`src/rtl/sprite_arb_pkg.sv`:
```
// ---------------------------------------------------------------------------
// sprite_arb_pkg
//   Shared types and defaults for the sprite RAM arbiter.
//   - scan_state_e : sprite scanner FSM states (IDLE / SCAN)
//   - grantee_e    : owner of the RAM for one CLK_6M cycle
//   - *_DEFAULT    : default values for BASE / NUM_SPR / ENTRY_BYTES
//   - in_window()  : address range test used by the optional scan lock
//                    (SPRITE_ARB_SCAN_LOCK_EN build of the top level)
// ---------------------------------------------------------------------------
package sprite_arb_pkg;

    localparam logic [12:0] BASE_DEFAULT        = 13'h1800;
    localparam int          NUM_SPR_DEFAULT     = 128;
    localparam int          ENTRY_BYTES_DEFAULT = 8;

    typedef enum logic {
        ST_IDLE = 1'b0,
        ST_SCAN = 1'b1
    } scan_state_e;

    typedef enum logic [1:0] {
        GNT_NONE = 2'd0,
        GNT_SUB  = 2'd1,
        GNT_MAIN = 2'd2,
        GNT_SCAN = 2'd3
    } grantee_e;

    // True when addr lies in [base, base + len).
    function automatic logic in_window(input logic [12:0] addr,
                                       input logic [12:0] base,
                                       input int unsigned len);
        int unsigned a;
        int unsigned b;
        a = 32'(addr);
        b = 32'(base);
        return (a >= b) && (a < b + len);
    endfunction

endpackage

```
`src/rtl/sprite_scan_ctrl.sv`:
```
// ---------------------------------------------------------------------------
// sprite_scan_ctrl
//   Sprite table scanner: FSM (IDLE/SCAN) plus address generator. A rising
//   edge on vreset (sampled on clk) starts a scan at idx=0, byte=0. Each
//   granted read returns one scan_valid pulse one cycle after the grant.
//
//   Ports
//     clk, rst_n        : pixel clock, async active-low reset
//     vreset            : frame start; rising edge (re)starts the scan
//     scan_gnt          : arbiter grants the scanner this cycle
//     ram_di            : RAM read data, sampled one cycle after the grant
//     scan_req          : scanner wants the RAM (FSM in SCAN)
//     scan_addr         : BASE + idx*ENTRY_BYTES + byte, 13 bits
//     scan_d/idx/byte   : data and position of the returned read
//     scan_valid        : one pulse per completed scan read
//     scan_done         : pulses with scan_valid of the final read
// ---------------------------------------------------------------------------
module sprite_scan_ctrl
    import sprite_arb_pkg::*;
#(
    parameter logic [12:0] BASE        = BASE_DEFAULT,
    parameter int          NUM_SPR     = NUM_SPR_DEFAULT,
    parameter int          ENTRY_BYTES = ENTRY_BYTES_DEFAULT
) (
    input  logic        clk,
    input  logic        rst_n,
    input  logic        vreset,
    input  logic        scan_gnt,
    input  logic [7:0]  ram_di,
    output logic        scan_req,
    output logic [12:0] scan_addr,
    output logic [7:0]  scan_d,
    output logic [6:0]  scan_idx,
    output logic [2:0]  scan_byte,
    output logic        scan_valid,
    output logic        scan_done
);

    localparam logic [6:0] IDX_LAST  = 7'(NUM_SPR - 1);
    localparam logic [2:0] BYTE_LAST = 3'(ENTRY_BYTES - 1);

    scan_state_e state_q, state_d;

    logic       vreset_q, vreset_d;
    logic [6:0] idx_q, idx_d;
    logic [2:0] byte_q, byte_d;
    logic       inflight_q, inflight_d;
    logic [6:0] fl_idx_q, fl_idx_d;
    logic [2:0] fl_byte_q, fl_byte_d;
    logic       fl_last_q, fl_last_d;
    logic [7:0] scan_d_q, scan_d_d;
    logic [6:0] scan_idx_q, scan_idx_d;
    logic [2:0] scan_byte_q, scan_byte_d;
    logic       scan_valid_q, scan_valid_d;
    logic       scan_done_q, scan_done_d;

    logic vreset_rise;
    logic is_last;

    assign vreset_rise = vreset & ~vreset_q;
    assign is_last     = (idx_q == IDX_LAST) && (byte_q == BYTE_LAST);

    // ---- FSM: state register ----------------------------------------------
    // NOTE: sequential state is assigned with <= so every flop samples the
    // pre-edge values; blocking assignments here would chain flops together.
    always_ff @(posedge clk or negedge rst_n) begin
        if (!rst_n) begin
            state_q <= ST_IDLE;
        end else begin
            state_q <= state_d;
        end
    end

    // ---- FSM: next state ----------------------------------------------------
    // NOTE: every always_comb output gets a default on entry; a path that
    // leaves a signal unassigned would otherwise infer a latch.
    always_comb begin
        state_d = state_q;
        unique case (state_q)
            ST_IDLE: if (vreset_rise) state_d = ST_SCAN;
            ST_SCAN: begin
                if (vreset_rise) begin
                    state_d = ST_SCAN;
                end else if (scan_gnt && is_last) begin
                    state_d = ST_IDLE;
                end
            end
        endcase
    end

    // ---- FSM: outputs -------------------------------------------------------
    always_comb begin
        scan_req = (state_q == ST_SCAN);
    end

    assign scan_addr = BASE + (13'(idx_q) * 13'(ENTRY_BYTES)) + 13'(byte_q);

    // ---- Address counters and read tracking ---------------------------------
    always_comb begin
        vreset_d    = vreset;
        idx_d       = idx_q;
        byte_d      = byte_q;
        fl_idx_d    = fl_idx_q;
        fl_byte_d   = fl_byte_q;
        fl_last_d   = fl_last_q;
        scan_d_d    = scan_d_q;
        scan_idx_d  = scan_idx_q;
        scan_byte_d = scan_byte_q;

        if (vreset_rise) begin
            idx_d  = '0;
            byte_d = '0;
        end else if (scan_gnt) begin
            if (byte_q == BYTE_LAST) begin
                byte_d = '0;
                idx_d  = idx_q + 7'd1;
            end else begin
                byte_d = byte_q + 3'd1;
            end
        end

        if (scan_gnt) begin
            fl_idx_d  = idx_q;
            fl_byte_d = byte_q;
            fl_last_d = is_last;
        end

        // A restart cancels both the read being granted now and the one
        // whose data lands at this edge; neither belongs to the new scan.
        inflight_d   = scan_gnt & ~vreset_rise;
        scan_valid_d = inflight_q & ~vreset_rise;
        scan_done_d  = scan_valid_d & fl_last_q;

        if (scan_valid_d) begin
            scan_d_d    = ram_di;
            scan_idx_d  = fl_idx_q;
            scan_byte_d = fl_byte_q;
        end
    end

    always_ff @(posedge clk or negedge rst_n) begin
        if (!rst_n) begin
            vreset_q     <= 1'b0;
            idx_q        <= '0;
            byte_q       <= '0;
            inflight_q   <= 1'b0;
            fl_idx_q     <= '0;
            fl_byte_q    <= '0;
            fl_last_q    <= 1'b0;
            scan_d_q     <= '0;
            scan_idx_q   <= '0;
            scan_byte_q  <= '0;
            scan_valid_q <= 1'b0;
            scan_done_q  <= 1'b0;
        end else begin
            vreset_q     <= vreset_d;
            idx_q        <= idx_d;
            byte_q       <= byte_d;
            inflight_q   <= inflight_d;
            fl_idx_q     <= fl_idx_d;
            fl_byte_q    <= fl_byte_d;
            fl_last_q    <= fl_last_d;
            scan_d_q     <= scan_d_d;
            scan_idx_q   <= scan_idx_d;
            scan_byte_q  <= scan_byte_d;
            scan_valid_q <= scan_valid_d;
            scan_done_q  <= scan_done_d;
        end
    end

    assign scan_d     = scan_d_q;
    assign scan_idx   = scan_idx_q;
    assign scan_byte  = scan_byte_q;
    assign scan_valid = scan_valid_q;
    assign scan_done  = scan_done_q;

endmodule

```
`src/rtl/sprite_ram_arbiter.sv`:
```
// ---------------------------------------------------------------------------
// sprite_ram_arbiter
//   Shares one 6264 SRAM between a main CPU, a sub CPU and the sprite
//   scanner. CLK_2H selects which CPU owns the current slot; a slot owner
//   with a pending request wins, otherwise the scanner reads. Every RAM
//   control is registered; read data is captured one cycle after the grant,
//   when the matching CPU_ACK bit or SCAN_VALID pulses.
//
//   Build option: define SPRITE_ARB_SCAN_LOCK_EN to hold back CPU writes
//   into the sprite table [BASE, BASE+NUM_SPR*ENTRY_BYTES) while a scan
//   is running.
//
//   Ports
//     CLK_6M, RST_N         : pixel clock, async active-low reset
//     CLK_2H                : slot phase, 1 = main slot, 0 = sub slot
//     VRESET                : frame start, rising edge starts a scan
//     CPU_REQ/WE/A/DI       : per-CPU request (bit/field 0 = sub, 1 = main)
//     CPU_ACK, CPU_DO       : completion pulse and read data
//     RAM_A/CE_N/WE_N/OE_N  : SRAM address and strobes
//     RAM_DO, RAM_DI        : SRAM write data out, read data in
//     SCAN_*                : scanner read results
// ---------------------------------------------------------------------------
module sprite_ram_arbiter
    import sprite_arb_pkg::*;
#(
    parameter logic [12:0] BASE        = BASE_DEFAULT,
    parameter int          NUM_SPR     = NUM_SPR_DEFAULT,
    parameter int          ENTRY_BYTES = ENTRY_BYTES_DEFAULT
) (
    input  logic        CLK_6M,
    input  logic        RST_N,
    input  logic        CLK_2H,
    input  logic        VRESET,
    input  logic [1:0]  CPU_REQ,
    input  logic [1:0]  CPU_WE,
    input  logic [25:0] CPU_A,
    input  logic [15:0] CPU_DI,
    output logic [1:0]  CPU_ACK,
    output logic [7:0]  CPU_DO,
    output logic [12:0] RAM_A,
    output logic        RAM_CE_N,
    output logic        RAM_WE_N,
    output logic        RAM_OE_N,
    output logic [7:0]  RAM_DO,
    input  logic [7:0]  RAM_DI,
    output logic [7:0]  SCAN_D,
    output logic [6:0]  SCAN_IDX,
    output logic [2:0]  SCAN_BYTE,
    output logic        SCAN_VALID,
    output logic        SCAN_DONE
);

    localparam int unsigned WIN_LEN = NUM_SPR * ENTRY_BYTES;

    logic [12:0] ram_a_q, ram_a_d;
    logic        ram_ce_n_q, ram_ce_n_d;
    logic        ram_we_n_q, ram_we_n_d;
    logic        ram_oe_n_q, ram_oe_n_d;
    logic [7:0]  ram_do_q, ram_do_d;
    logic [1:0]  cpu_inflight_q, cpu_inflight_d;
    logic [1:0]  cpu_ack_q, cpu_ack_d;
    logic [7:0]  cpu_do_q, cpu_do_d;

    logic [12:0] sub_a;
    logic [12:0] main_a;
    logic [1:0]  cpu_busy;
    logic [1:0]  lock_blk;
    logic        scan_req;
    logic        scan_gnt;
    logic [12:0] scan_addr;
    grantee_e    grant;

    assign sub_a  = CPU_A[12:0];
    assign main_a = CPU_A[25:13];

    // A CPU is not regranted while its access is in flight or its ACK is
    // still up, so a request held until ACK is served exactly once.
    assign cpu_busy = cpu_inflight_q | cpu_ack_q;

    // ---- Optional scan lock -------------------------------------------------
    always_comb begin
`ifdef SPRITE_ARB_SCAN_LOCK_EN
        lock_blk[0] = scan_req & CPU_WE[0] & in_window(sub_a,  BASE, WIN_LEN);
        lock_blk[1] = scan_req & CPU_WE[1] & in_window(main_a, BASE, WIN_LEN);
`else
        lock_blk = 2'b00;
`endif
    end

    // ---- Grant selection ----------------------------------------------------
    // Only the slot owner may be granted; the other CPU waits for its slot.
    always_comb begin
        grant = GNT_NONE;
        if (CLK_2H) begin
            if (CPU_REQ[1] && !cpu_busy[1] && !lock_blk[1]) grant = GNT_MAIN;
        end else begin
            if (CPU_REQ[0] && !cpu_busy[0] && !lock_blk[0]) grant = GNT_SUB;
        end
        if (grant == GNT_NONE && scan_req) grant = GNT_SCAN;
    end

    assign scan_gnt = (grant == GNT_SCAN);

    // ---- RAM cycle generation -----------------------------------------------
    always_comb begin
        ram_a_d    = ram_a_q;
        ram_do_d   = ram_do_q;
        ram_ce_n_d = 1'b1;
        ram_we_n_d = 1'b1;
        ram_oe_n_d = 1'b1;

        unique case (grant)
            GNT_SUB: begin
                ram_ce_n_d = 1'b0;
                ram_a_d    = sub_a;
                if (CPU_WE[0]) begin
                    ram_we_n_d = 1'b0;
                    ram_do_d   = CPU_DI[7:0];
                end else begin
                    ram_oe_n_d = 1'b0;
                end
            end
            GNT_MAIN: begin
                ram_ce_n_d = 1'b0;
                ram_a_d    = main_a;
                if (CPU_WE[1]) begin
                    ram_we_n_d = 1'b0;
                    ram_do_d   = CPU_DI[15:8];
                end else begin
                    ram_oe_n_d = 1'b0;
                end
            end
            GNT_SCAN: begin
                ram_ce_n_d = 1'b0;
                ram_oe_n_d = 1'b0;
                ram_a_d    = scan_addr;
            end
            GNT_NONE: begin
            end
        endcase

        cpu_inflight_d = {grant == GNT_MAIN, grant == GNT_SUB};
        cpu_ack_d      = cpu_inflight_q;
        cpu_do_d       = (|cpu_inflight_q) ? RAM_DI : cpu_do_q;
    end

    always_ff @(posedge CLK_6M or negedge RST_N) begin
        if (!RST_N) begin
            ram_a_q        <= '0;
            ram_ce_n_q     <= 1'b1;
            ram_we_n_q     <= 1'b1;
            ram_oe_n_q     <= 1'b1;
            ram_do_q       <= '0;
            cpu_inflight_q <= '0;
            cpu_ack_q      <= '0;
            cpu_do_q       <= '0;
        end else begin
            ram_a_q        <= ram_a_d;
            ram_ce_n_q     <= ram_ce_n_d;
            ram_we_n_q     <= ram_we_n_d;
            ram_oe_n_q     <= ram_oe_n_d;
            ram_do_q       <= ram_do_d;
            cpu_inflight_q <= cpu_inflight_d;
            cpu_ack_q      <= cpu_ack_d;
            cpu_do_q       <= cpu_do_d;
        end
    end

    assign RAM_A    = ram_a_q;
    assign RAM_CE_N = ram_ce_n_q;
    assign RAM_WE_N = ram_we_n_q;
    assign RAM_OE_N = ram_oe_n_q;
    assign RAM_DO   = ram_do_q;
    assign CPU_ACK  = cpu_ack_q;
    assign CPU_DO   = cpu_do_q;

    // ---- Sprite scanner -----------------------------------------------------
    sprite_scan_ctrl #(
        .BASE        (BASE),
        .NUM_SPR     (NUM_SPR),
        .ENTRY_BYTES (ENTRY_BYTES)
    ) u_scan (
        .clk        (CLK_6M),
        .rst_n      (RST_N),
        .vreset     (VRESET),
        .scan_gnt   (scan_gnt),
        .ram_di     (RAM_DI),
        .scan_req   (scan_req),
        .scan_addr  (scan_addr),
        .scan_d     (SCAN_D),
        .scan_idx   (SCAN_IDX),
        .scan_byte  (SCAN_BYTE),
        .scan_valid (SCAN_VALID),
        .scan_done  (SCAN_DONE)
    );

endmodule

```
`config.mk`:
```
export PLATFORM = sky130hd
export DESIGN_NAME = sprite_ram_arbiter
export DESIGN_NICKNAME = d
export VERILOG_FILES = /design/src/rtl/sprite_arb_pkg.sv /design/src/rtl/sprite_scan_ctrl.sv /design/src/rtl/sprite_ram_arbiter.sv
export SDC_FILE = /design/constraint.sdc
export NUM_CORES = 1
export LEC_CHECK = 0
export BUFFER_PORTS_ARGS = -buffer_cell sky130_fd_sc_hd__buf_2
export CAP_MARGIN = 10
export CORE_UTILIZATION = 54
export CTS_CLUSTER_DIAMETER = 100
export DETAILED_ROUTE_END_ITERATION = 7
export PLACE_DENSITY_LB_ADDON = 0.15
export SLEW_MARGIN = 20
export SYNTH_ARGS = -nofsm -noshare
export SYNTH_HDL_FRONTEND = slang
export SYNTH_SLANG_ARGS = --single-unit
```
`constraint.sdc`:
```
create_clock -name CLK_6M -period 7.24 [get_ports CLK_6M]
set_clock_uncertainty 0.1 [all_clocks]
set_input_delay 0 -clock CLK_6M [delete_from_list [all_inputs] [get_ports CLK_6M]]
set_output_delay 0 -clock CLK_6M [all_outputs]
set_load 0.01 [all_outputs]
```
==> impl_metrics.py, run 1 <==
metrics = {
    "placement": {
        "io_buffers": 111,
        "dpl_cell_area_um2": 4020,
        "gp_congestion": 0.818,
        "hpwl_um": 4890,
    },
    "finish": {
        "antenna_cells": 0,
        "seq_area_um2": 2010,
        "fin_nets": 510,
        "nFillCells": 382,
        "multi_input_area_um2": 1320,
        "areaGrowthSynthToFinish_pct": 39.2,
        "final_layout_size_suffix_gt1_frac": 0.404,
        "final_area_um2": 4800,
    },
    "grt": {
        "grt_overflow": 0,
        "met1_usage": 0.349,
        "antenna_found_initial": 0,
        "top_usage_layer": "met2",
        "grt_pass1_vias": 2809,
        "grt_first_pass_wirelength_um": 13400,
        "use_met2": 0.449,
        "grt_max_degree": 81,
        "grt_usage": 0.274,
        "gr-usage-met3": 0.0600,
    },
    "timing": {
        "timing.fmax_mhz": 239,
        "fin_setup_tns_ps": 0,
        "slew_viol_final": 0,
        "setup-violations-final": 0,
        "rsz0062_at_grt": "no",
        "hold_violations": 0,
        "finalCritPeriodShare": 0.578,
        "fin_crit_ps": 4190,
        "tightest_slew_ps": 977,
        "slew_headroom": 0.349,
        "whs_ps": 191,
    },
    "job": {
        "max-cap-violations": 0,
    },
    "cts": {
        "cts_tree": "done",
        "cts.sinks": 80,
        "clockBufferDepth": 2,
        "cts-root-buf": "clkbuf_8",
        "clock_latency_ps": 360,
        "cts_setup_buffers": 0,
        "cts_made_buffers": 9,
        "htreeDepth": 3,
        "clk_pin_slew_worst_paths_ps": 90,
        "hold_buffers": 55,
        "cts_resized": 0,
    },
    "min_path": {
        "hold_start": "CLK_2H",
        "min_path_type": "in -> reg",
        "hold_depth": 3,
    },
    "routing": {
        "drt_iter0_drc": 249,
        "first_pass_iters": 5,
        "drcViolationCount": 0,
        "post_drt_wl_per_cell_um": 16.2,
        "via_per_inst": 5.34,
        "routed_wl_um": 8540,
        "vias": 2809,
        "ant_nets": 0,
    },
    "floorplanning": {
        "dieHeight_um": 81.9,
        "initial_utilization": 0.572,
        "die_w_um": 81.9,
        "design.die.area_um2": 6700,
        "io_pins": 112,
        "core_um2": 6030,
        "rows": 28,
    },
    "pwr": {
        "pwr_density_cell_nw_per_um2": 252,
        "swShare": 0.281,
        "power_switching_w": 0.000339,
        "p_int_w": 0.000867,
        "clockPowerShare": 0.314,
        "peakVddDrop_mv": 0.172,
        "p_seq_frac": 0.462,
        "total_leakage_power_nw": 2.36,
        "comb_power_share": 0.223,
    },
    "worst_setup_path": {
        "crit_start": "cpu_ack_d[1]",
        "cpPeakStageDelay_ps": 860,
        "cp-end-kind": "flip-flop",
        "r2r_setup_slack_ps": 3050,
        "criticalPathCategory": "reg -> reg",
        "critPathTopFamily": "buffers and inverters",
        "cp.buffers_inverters": 3,
        "worst_ep_required_time_ps": 7390,
        "cp_slowest_cell": "ha_1",
        "cp.depth": 8,
        "crit_end": "RAM_DO[4]",
        "path_cells": "nand4bb_1 -> inv_1 -> a21oi_1 -> inv_1 -> ha_1 -> mux2_2 -> dlygate4sd3_1 -> mux2_2",
        "worstPathMaxFanout": 23,
        "worstPathArrival_ps": 4340,
        "r2r_start": "cpu_ack_d[1]",
        "rr_endpoint": "RAM_DO[4]",
        "start_kind": "flip-flop",
        "rr_worst_depth": 8,
    },
    "status": {
        "outcome": "completed",
    },
    "synthesis": {
        "synth_fp_nets": 350,
        "synth-edff-count": 0,
        "synth_area_leaders": "dfrtp_1 (56%), mux2_2 (16%), nand2_1 (2.7%)",
        "synthArstFlopShare": 1.00,
        "synth_common_cells": "dfrtp_1 (77), mux2_2 (49), nand2_1 (25)",
        "synth_top_area_frac": 0.559,
        "synth_top_area_cell": "dfrtp_1",
        "yosys_warnings": 0,
        "yosysSeqAreaShare": 0.582,
        "synth_ff_type": "dfrtp_1",
        "yosysMostFrequentCell": "dfrtp_1",
        "synth_cell_types": 33,
        "syn_inst": 286,
        "synth-seq-cells": 80,
        "netlist_area_um2": 3450,
        "avgSynthCellArea_um2": 12.0,
    },
}
## worst min-delay path: stages
cell	delay [ps]
buf_2	90
or4b_1	290
inv_2	180
## metal layers
layer  up-vias  wire length, um
met5         -                0
met4         0              163
met3        17              405
met2       103             4430
met1      1365             3540
li1       1324                -
## layout make-up
cell class / count / area share
repair buffers: 166 / 0.231
multi-input cells: 179 / 0.276
clock buffers: 10 / 0.0287
well taps: 75 / 0.0196
inverters: 10 / 0.00782
clock inverters: 6 / 0.0188
flip-flops and latches: 80 / 0.418
## how the worst min path moves through the flow
stage / slack (ps) / endpoint
6_report: 190 / cpu_ack_d[0]
5_1_grt: 230 / u_scan.vreset_q
2_1_floorplan: -400 / CPU_ACK[0]
3_3_place_gp: 30 / u_scan.vreset_q
4_1_cts: 160 / cpu_ack_d[0]
3_5_place_dp: 40 / u_scan.vreset_q
## sequential cells by signal (all words and copies together) (netlist names)
| signal | cells |
|---|---|
| RAM_A | 13 |
| CPU_DO | 8 |
| RAM_DO | 8 |
| u_scan.scan_d | 8 |
| u_scan.fl_idx_q | 7 |
| u_scan.idx_q | 7 |
| u_scan.scan_idx | 7 |
| u_scan.byte_q | 3 |
| u_scan.fl_byte_q | 3 |
| u_scan.scan_byte | 3 |
| CPU_ACK | 2 |
| cpu_ack_d | 2 |
| RAM_CE_N | 1 |
| RAM_OE_N | 1 |
| RAM_WE_N | 1 |
| u_scan.fl_last_q | 1 |
| u_scan.inflight_q | 1 |
| u_scan.scan_done | 1 |
| u_scan.scan_req | 1 |
| u_scan.scan_valid | 1 |
| u_scan.vreset_q | 1 |
## placed cells by master (no fill, tap or decap), types with 2 or more instances in the layout
cell	n
a31oi_1	3
bufinv_16	2
mux2_2	49
xnor2_1	5
dlygate4sd3_1	55
a21oi_1	18
dfstp_2	3
o31a_1	7
buf_2	110
nor3_1	2
or3_1	2
nand4_1	3
o21ai_0	8
inv_6	2
o31ai_1	12
ha_1	6
nor2b_1	3
nor4_1	3
nor2_1	18
clkbuf_8	10
nand2_1	25
inv_1	9
nand3_1	6
dfrtp_1	77
## power groups by stage
stage / registers (W) / clock network [W] / logic (W)
after floorplan: 0.000585 / 0 / 0.000108
after global placement: 0.000561 / 0 / 0.000224
after CTS: 0.000556 / 0.000381 / 0.000266
after global routing: 0.000566 / 0.000402 / 0.000294
final: 0.000558 / 0.000379 / 0.000270
after detailed placement: 0.000564 / 0 / 0.000230
## logic make-up after synthesis
| family | after synthesis | synth area share |
|---|---|---|
| muxes | 49 | 0.160 |
| and+or+nand+nor | 68 | 0.0948 |
| buffers and inverters | 27 | 0.0338 |
| DFF | 80 | 0.582 |
| AOI/OAI and AO/OA | 51 | 0.0948 |
| xor gates and xnor gates | 5 | 0.0127 |
| adders and majority gates | 6 | 0.0218 |
## stage by stage
step           std cells  utilization  setup slack (ps)  power (W)
2_1_floorplan        286            -              4510   0.000692
3_3_place_gp         455        0.667              3850   0.000786
3_5_place_dp         455        0.667              3730   0.000794
4_1_cts              526        0.796              3190    0.00120
5_1_grt              526        0.796              2720    0.00126
6_report             526        0.796              3050    0.00121
Note: power is estimated with default switching activity, not from simulation.
==> inputs of run 2 (changes only) <==
--- a/config.mk
+++ b/config.mk
@@ -7,7 +7,7 @@
 export LEC_CHECK = 0
 export BUFFER_PORTS_ARGS = -buffer_cell sky130_fd_sc_hd__buf_2
 export CAP_MARGIN = 10
-export CORE_UTILIZATION = 54
+export CORE_UTILIZATION = 50
 export CTS_CLUSTER_DIAMETER = 100
 export DETAILED_ROUTE_END_ITERATION = 7
 export PLACE_DENSITY_LB_ADDON = 0.15
==> constraint.sdc (replaced) <==
create_clock -name CLK_6M -period 4.24 [get_ports CLK_6M]
set_clock_uncertainty 0.1 [all_clocks]
set_input_delay 0 -clock CLK_6M [delete_from_list [all_inputs] [get_ports CLK_6M]]
set_output_delay 0 -clock CLK_6M [all_outputs]
set_load 0.01 [all_outputs]
==> run 2 against run 1 <==
Sequential cell count did not move. Clock-buffer cell count rose by 1. Power is 69% higher. Maximum frequency grew 6.7%. First-iteration DRC count shrank 25%. Core utilization is 5.6 points lower. Largest cell class unchanged. Highest routed layer unchanged.
==> impl_metrics.py, run 2 (synthesized netlist as in run 1, its figures left out) <==
metrics = {
    "worst_setup_path": {
        "cp.buffers_inverters": 3,
        "cp-end-kind": "flip-flop",
        "cp_slowest_cell": "ha_1",
        "r2r_start": "cpu_ack_d[1]",
        "path_cells": "nand4bb_1 -> inv_1 -> a21oi_1 -> inv_1 -> ha_1 -> mux2_2 -> dlygate4sd3_1 -> mux2_2",
        "rr_endpoint": "RAM_DO[3]",
        "critPathTopFamily": "buffers and inverters",
        "worstPathArrival_ps": 4060,
        "worst_ep_required_time_ps": 4370,
        "crit_start": "cpu_ack_d[1]",
        "r2r_setup_slack_ps": 310,
        "worstPathMaxFanout": 15,
        "criticalPathCategory": "reg -> reg",
        "cpPeakStageDelay_ps": 600,
        "start_kind": "flip-flop",
        "rr_worst_depth": 8,
    },
    "cts": {
        "clock_latency_ps": 350,
        "clockBufferDepth": 2,
        "cts-root-buf": "clkbuf_8",
        "cts_resized": 0,
        "cts_setup_buffers": 0,
        "cts_tree": "done",
        "cts.sinks": 80,
        "cts_made_buffers": 9,
        "htreeDepth": 3,
        "clk_pin_slew_worst_paths_ps": 80,
        "hold_buffers": 55,
    },
    "timing": {
        "fin_setup_tns_ps": 0,
        "slew_headroom": 0.398,
        "setup-violations-final": 0,
        "finalCritPeriodShare": 0.926,
        "slew_viol_final": 0,
        "rsz0062_at_grt": "no",
        "hold_violations": 0,
        "timing.fmax_mhz": 255,
        "fin_crit_ps": 3930,
        "tightest_slew_ps": 903,
    },
    "routing": {
        "ant_nets": 0,
        "wl_met3_um": 454,
        "routed.top_layer": "met4",
        "via_per_inst": 5.33,
        "first_pass_iters": 4,
        "drcViolationCount": 0,
        "drt_iter0_drc": 187,
        "vias": 2821,
        "routed_wl_um": 8480,
        "wl_met2_um": 4230,
        "post_drt_wl_per_cell_um": 16.0,
        "wl_met1_um": 3570,
    },
    "placement": {
        "gp_congestion": 0.861,
        "hpwl_um": 5150,
        "io_buffers": 111,
    },
    "finish": {
        "nFillCells": 464,
        "antenna_cells": 0,
        "final_common_cell": "buf_2",
        "final_layout_size_suffix_gt1_frac": 0.403,
        "largest_reg_flops": 13,
        "areaGrowthSynthToFinish_pct": 39.4,
        "final_cell_mix": "buf_2 (110), dfrtp_1 (77), dlygate4sd3_1 (55)",
        "fin_nets": 511,
        "fin_util": 0.740,
    },
    "grt": {
        "grt_max_degree": 81,
        "grt_first_pass_wirelength_um": 13900,
        "grt_overflow": 0,
        "antenna_found_initial": 0,
        "grt_pass1_vias": 2904,
        "grt_usage": 0.252,
    },
    "min_path": {
        "min_path_type": "in -> async",
    },
    "floorplanning": {
        "io_pins": 112,
        "rows": 29,
        "die_w_um": 85.0,
        "design.die.area_um2": 7230,
        "dieHeight_um": 85.0,
        "core_um2": 6490,
        "initial_utilization": 0.531,
    },
    "pwr": {
        "peakVddDrop_mv": 0.243,
        "total_leakage_power_nw": 2.36,
        "power.total_w": 0.00204,
        "pwr_density_cell_nw_per_um2": 425,
    },
    "status": {
        "outcome": "completed",
    },
    "job": {
        "max-cap-violations": 0,
    },
}
==> run 2: cell count changes in the layout (fill, tap and decap cells not counted) <==
cell	delta
inv_6	-2
buf_6	+1
clkbuf_1	+1
clkinvlp_4	+1
==> run 2: cell type report <==
type	instances	area (um2)	area share
well taps	77	96.3	0.0201
repair buffers	167	1120	0.233
flip-flops and latches	80	2010	0.417
inverters	10	37.5	0.00781
clock buffers	11	141	0.0294
clock inverters	5	80.1	0.0167
multi-input cells	179	1320	0.276
==> run 2: how the worst max path moves through the flow <==
stage	endpoint	slack (ps)	depth (start not counted)
2_1_floorplan	RAM_DO[4]	1510	9
3_3_place_gp	RAM_DO[1]	1030	7
3_5_place_dp	RAM_DO[5]	930	7
4_1_cts	RAM_DO[5]	360	8
5_1_grt	RAM_A[4]	20	9
6_report	RAM_DO[3]	310	8
==> run 2: report_power, final <==
| group | internal [W] | switching (W) |
|---|---|---|
| registers | 0.000882 | 0.0000687 |
| clock network | 0.000347 | 0.000280 |
| logic | 0.000249 | 0.000214 |
==> run 2: stage by stage <==
stage                     worst slack (ps)  cell area (um2)  std cells  hold WS, ps
after global placement                1030             4030        458         34.1
after CTS                              358             4800        529          124
after detailed placement               929             4030        458         37.3
final                                  315             4800        529          155
after floorplan                       1510             3450        286         -396
after global routing                  24.2             4800        529          209
==> run 2: layer usage <==
metal	vias up	track usage
met3	23	0.0574
li1	1325	-
met5	-	0
met1	1371	0.313
met2	102	0.423
met4	0	0.116
==> inputs of run 3 (changes only) <==
--- a/config.mk
+++ b/config.mk
@@ -7,6 +7,7 @@
 export LEC_CHECK = 0
 export BUFFER_PORTS_ARGS = -buffer_cell sky130_fd_sc_hd__buf_2
 export CAP_MARGIN = 10
+export CORE_MARGIN = 2
 export CORE_UTILIZATION = 50
 export CTS_CLUSTER_DIAMETER = 100
 export DETAILED_ROUTE_END_ITERATION = 7
==> run 3 against run 2 <==
Sequential cell count unchanged. Core utilization is 2.9 points lower. Worst hold slack worse by 1.5 ps. Via count shrank 2.2%. Critical endpoint is now RAM_DO[2]. Largest cell class unchanged. Largest power group unchanged.
==> impl_metrics.py, run 3 (synthesized netlist as in run 1, its figures left out) <==
metrics = {
    "timing": {
        "fin_setup_tns_ps": 0,
        "fin_crit_ps": 3920,
        "tightest_slew_ps": 947,
        "slew_headroom": 0.369,
        "whs_ps": 153,
        "rsz0062_at_grt": "no",
        "hold_violations": 0,
        "timing.fmax_mhz": 255,
        "finalCritPeriodShare": 0.924,
        "slew_viol_final": 0,
        "setup-violations-final": 0,
    },
    "worst_setup_path": {
        "r2r_start": "cpu_ack_d[1]",
        "rr_endpoint": "RAM_DO[2]",
        "cpPeakStageDelay_ps": 600,
        "critPathTopFamily": "buffers and inverters",
        "criticalPathCategory": "reg -> reg",
        "cp-end-kind": "flip-flop",
        "worstPathMaxFanout": 13,
        "rr_worst_depth": 8,
        "r2r_setup_slack_ps": 320,
        "path_cells": "nand4bb_1 -> inv_1 -> a21oi_1 -> inv_1 -> ha_1 -> mux2_2 -> dlygate4sd3_1 -> mux2_2",
        "worstPathArrival_ps": 4050,
        "start_kind": "flip-flop",
        "cp_slowest_cell": "ha_1",
        "cp.buffers_inverters": 3,
        "worst_ep_required_time_ps": 4370,
    },
    "floorplanning": {
        "rows": 30,
        "die_w_um": 87.0,
        "io_pins": 112,
        "initial_utilization": 0.513,
        "dieHeight_um": 87.0,
        "core_um2": 6720,
        "design.die.area_um2": 7570,
    },
    "routing": {
        "drcViolationCount": 0,
        "ant_nets": 0,
        "vias": 2758,
        "drt_iter0_drc": 239,
        "routed_wl_um": 7960,
        "post_drt_wl_per_cell_um": 15.0,
        "via_per_inst": 5.18,
        "first_pass_iters": 4,
    },
    "grt": {
        "grt_max_degree": 81,
        "antenna_found_initial": 0,
        "grt_first_pass_wirelength_um": 13200,
        "grt_pass1_vias": 2863,
        "grt_usage": 0.226,
        "grt_overflow": 0,
    },
    "cts": {
        "clk_pin_slew_worst_paths_ps": 90,
        "cts_tree": "done",
        "clockBufferDepth": 2,
        "cts.sinks": 80,
        "cts_setup_buffers": 0,
        "cts-root-buf": "clkbuf_8",
        "htreeDepth": 3,
        "clock_latency_ps": 340,
        "cts_made_buffers": 9,
    },
    "min_path": {
        "min_path_type": "in -> async",
    },
    "job": {
        "max-cap-violations": 0,
    },
    "finish": {
        "fin_nets": 511,
        "nFillCells": 468,
        "final_area_um2": 4770,
        "largest_reg_flops": 13,
        "areaGrowthSynthToFinish_pct": 38.6,
        "final_layout_size_suffix_gt1_frac": 0.405,
        "final_common_cell": "buf_2",
        "antenna_cells": 0,
        "final_cell_mix": "buf_2 (110), dfrtp_1 (77), dlygate4sd3_1 (55)",
    },
    "pwr": {
        "peakVddDrop_mv": 0.286,
        "swShare": 0.299,
        "power_switching_w": 0.000578,
        "power.total_w": 0.00194,
        "comb_power_share": 0.236,
        "p_seq_frac": 0.490,
        "total_leakage_power_nw": 2.35,
        "p_int_w": 0.00136,
        "clockPowerShare": 0.274,
        "pwr_density_cell_nw_per_um2": 405,
    },
    "placement": {
        "io_buffers": 111,
        "hpwl_um": 4940,
        "dpl_cell_area_um2": 4030,
        "gp_congestion": 0.901,
    },
    "status": {
        "outcome": "completed",
    },
}
## run 3: worst max-delay path by stage
stage | depth (start not counted) | end | slack, ps | startpoint
5_1_grt | 8 | RAM_DO[2] | 100 | cpu_ack_d[1]
6_report | 8 | RAM_DO[2] | 320 | cpu_ack_d[1]
2_1_floorplan | 9 | RAM_DO[4] | 1510 | cpu_ack_d[0]
4_1_cts | 8 | RAM_DO[1] | 410 | cpu_ack_d[1]
3_3_place_gp | 7 | RAM_DO[3] | 1100 | cpu_ack_d[1]
3_5_place_dp | 7 | RAM_DO[5] | 970 | cpu_ack_d[1]
## run 3: power by group through the flow
stage	Sequential, W	Combinational (W)	Clock (W)
after global placement	0.000960	0.000385	0
after CTS	0.000948	0.000456	0.000547
final	0.000948	0.000457	0.000529
after detailed placement	0.000961	0.000396	0
after floorplan	0.000999	0.000184	0
after global routing	0.000964	0.000503	0.000580
## run 3: final cells by class
cell class	instances	area [um2]	share of cell area
clock inverters	7	63.8	0.0134
well taps	80	100	0.0210
clock buffers	9	124	0.0259
multi-input cells	179	1320	0.277
inverters	10	37.5	0.00786
repair buffers	167	1120	0.235
flip-flops and latches	80	2010	0.420
## run 3: per-layer routing
metal  share of wire  GRT usage
met3           0.050     0.0597
met4           0.021     0.0994
met2            0.50      0.364
met5               0          0
met1            0.43      0.288
## run 3: metrics by stage
step	setup WS [ps]	util	cells
after floorplan	1510	-	286
after global placement	1100	0.600	461
after detailed placement	972	0.600	461
after CTS	408	0.710	532
after global routing	98.6	0.711	532
final	322	0.711	532
## run 3: timing repair
action                                  in CTS  in global routing
hold buffers                                55                  0
endpoints found under the hold margin      117                  0
gates resized for setup                      0                  0
endpoints found under the setup margin       0                  0
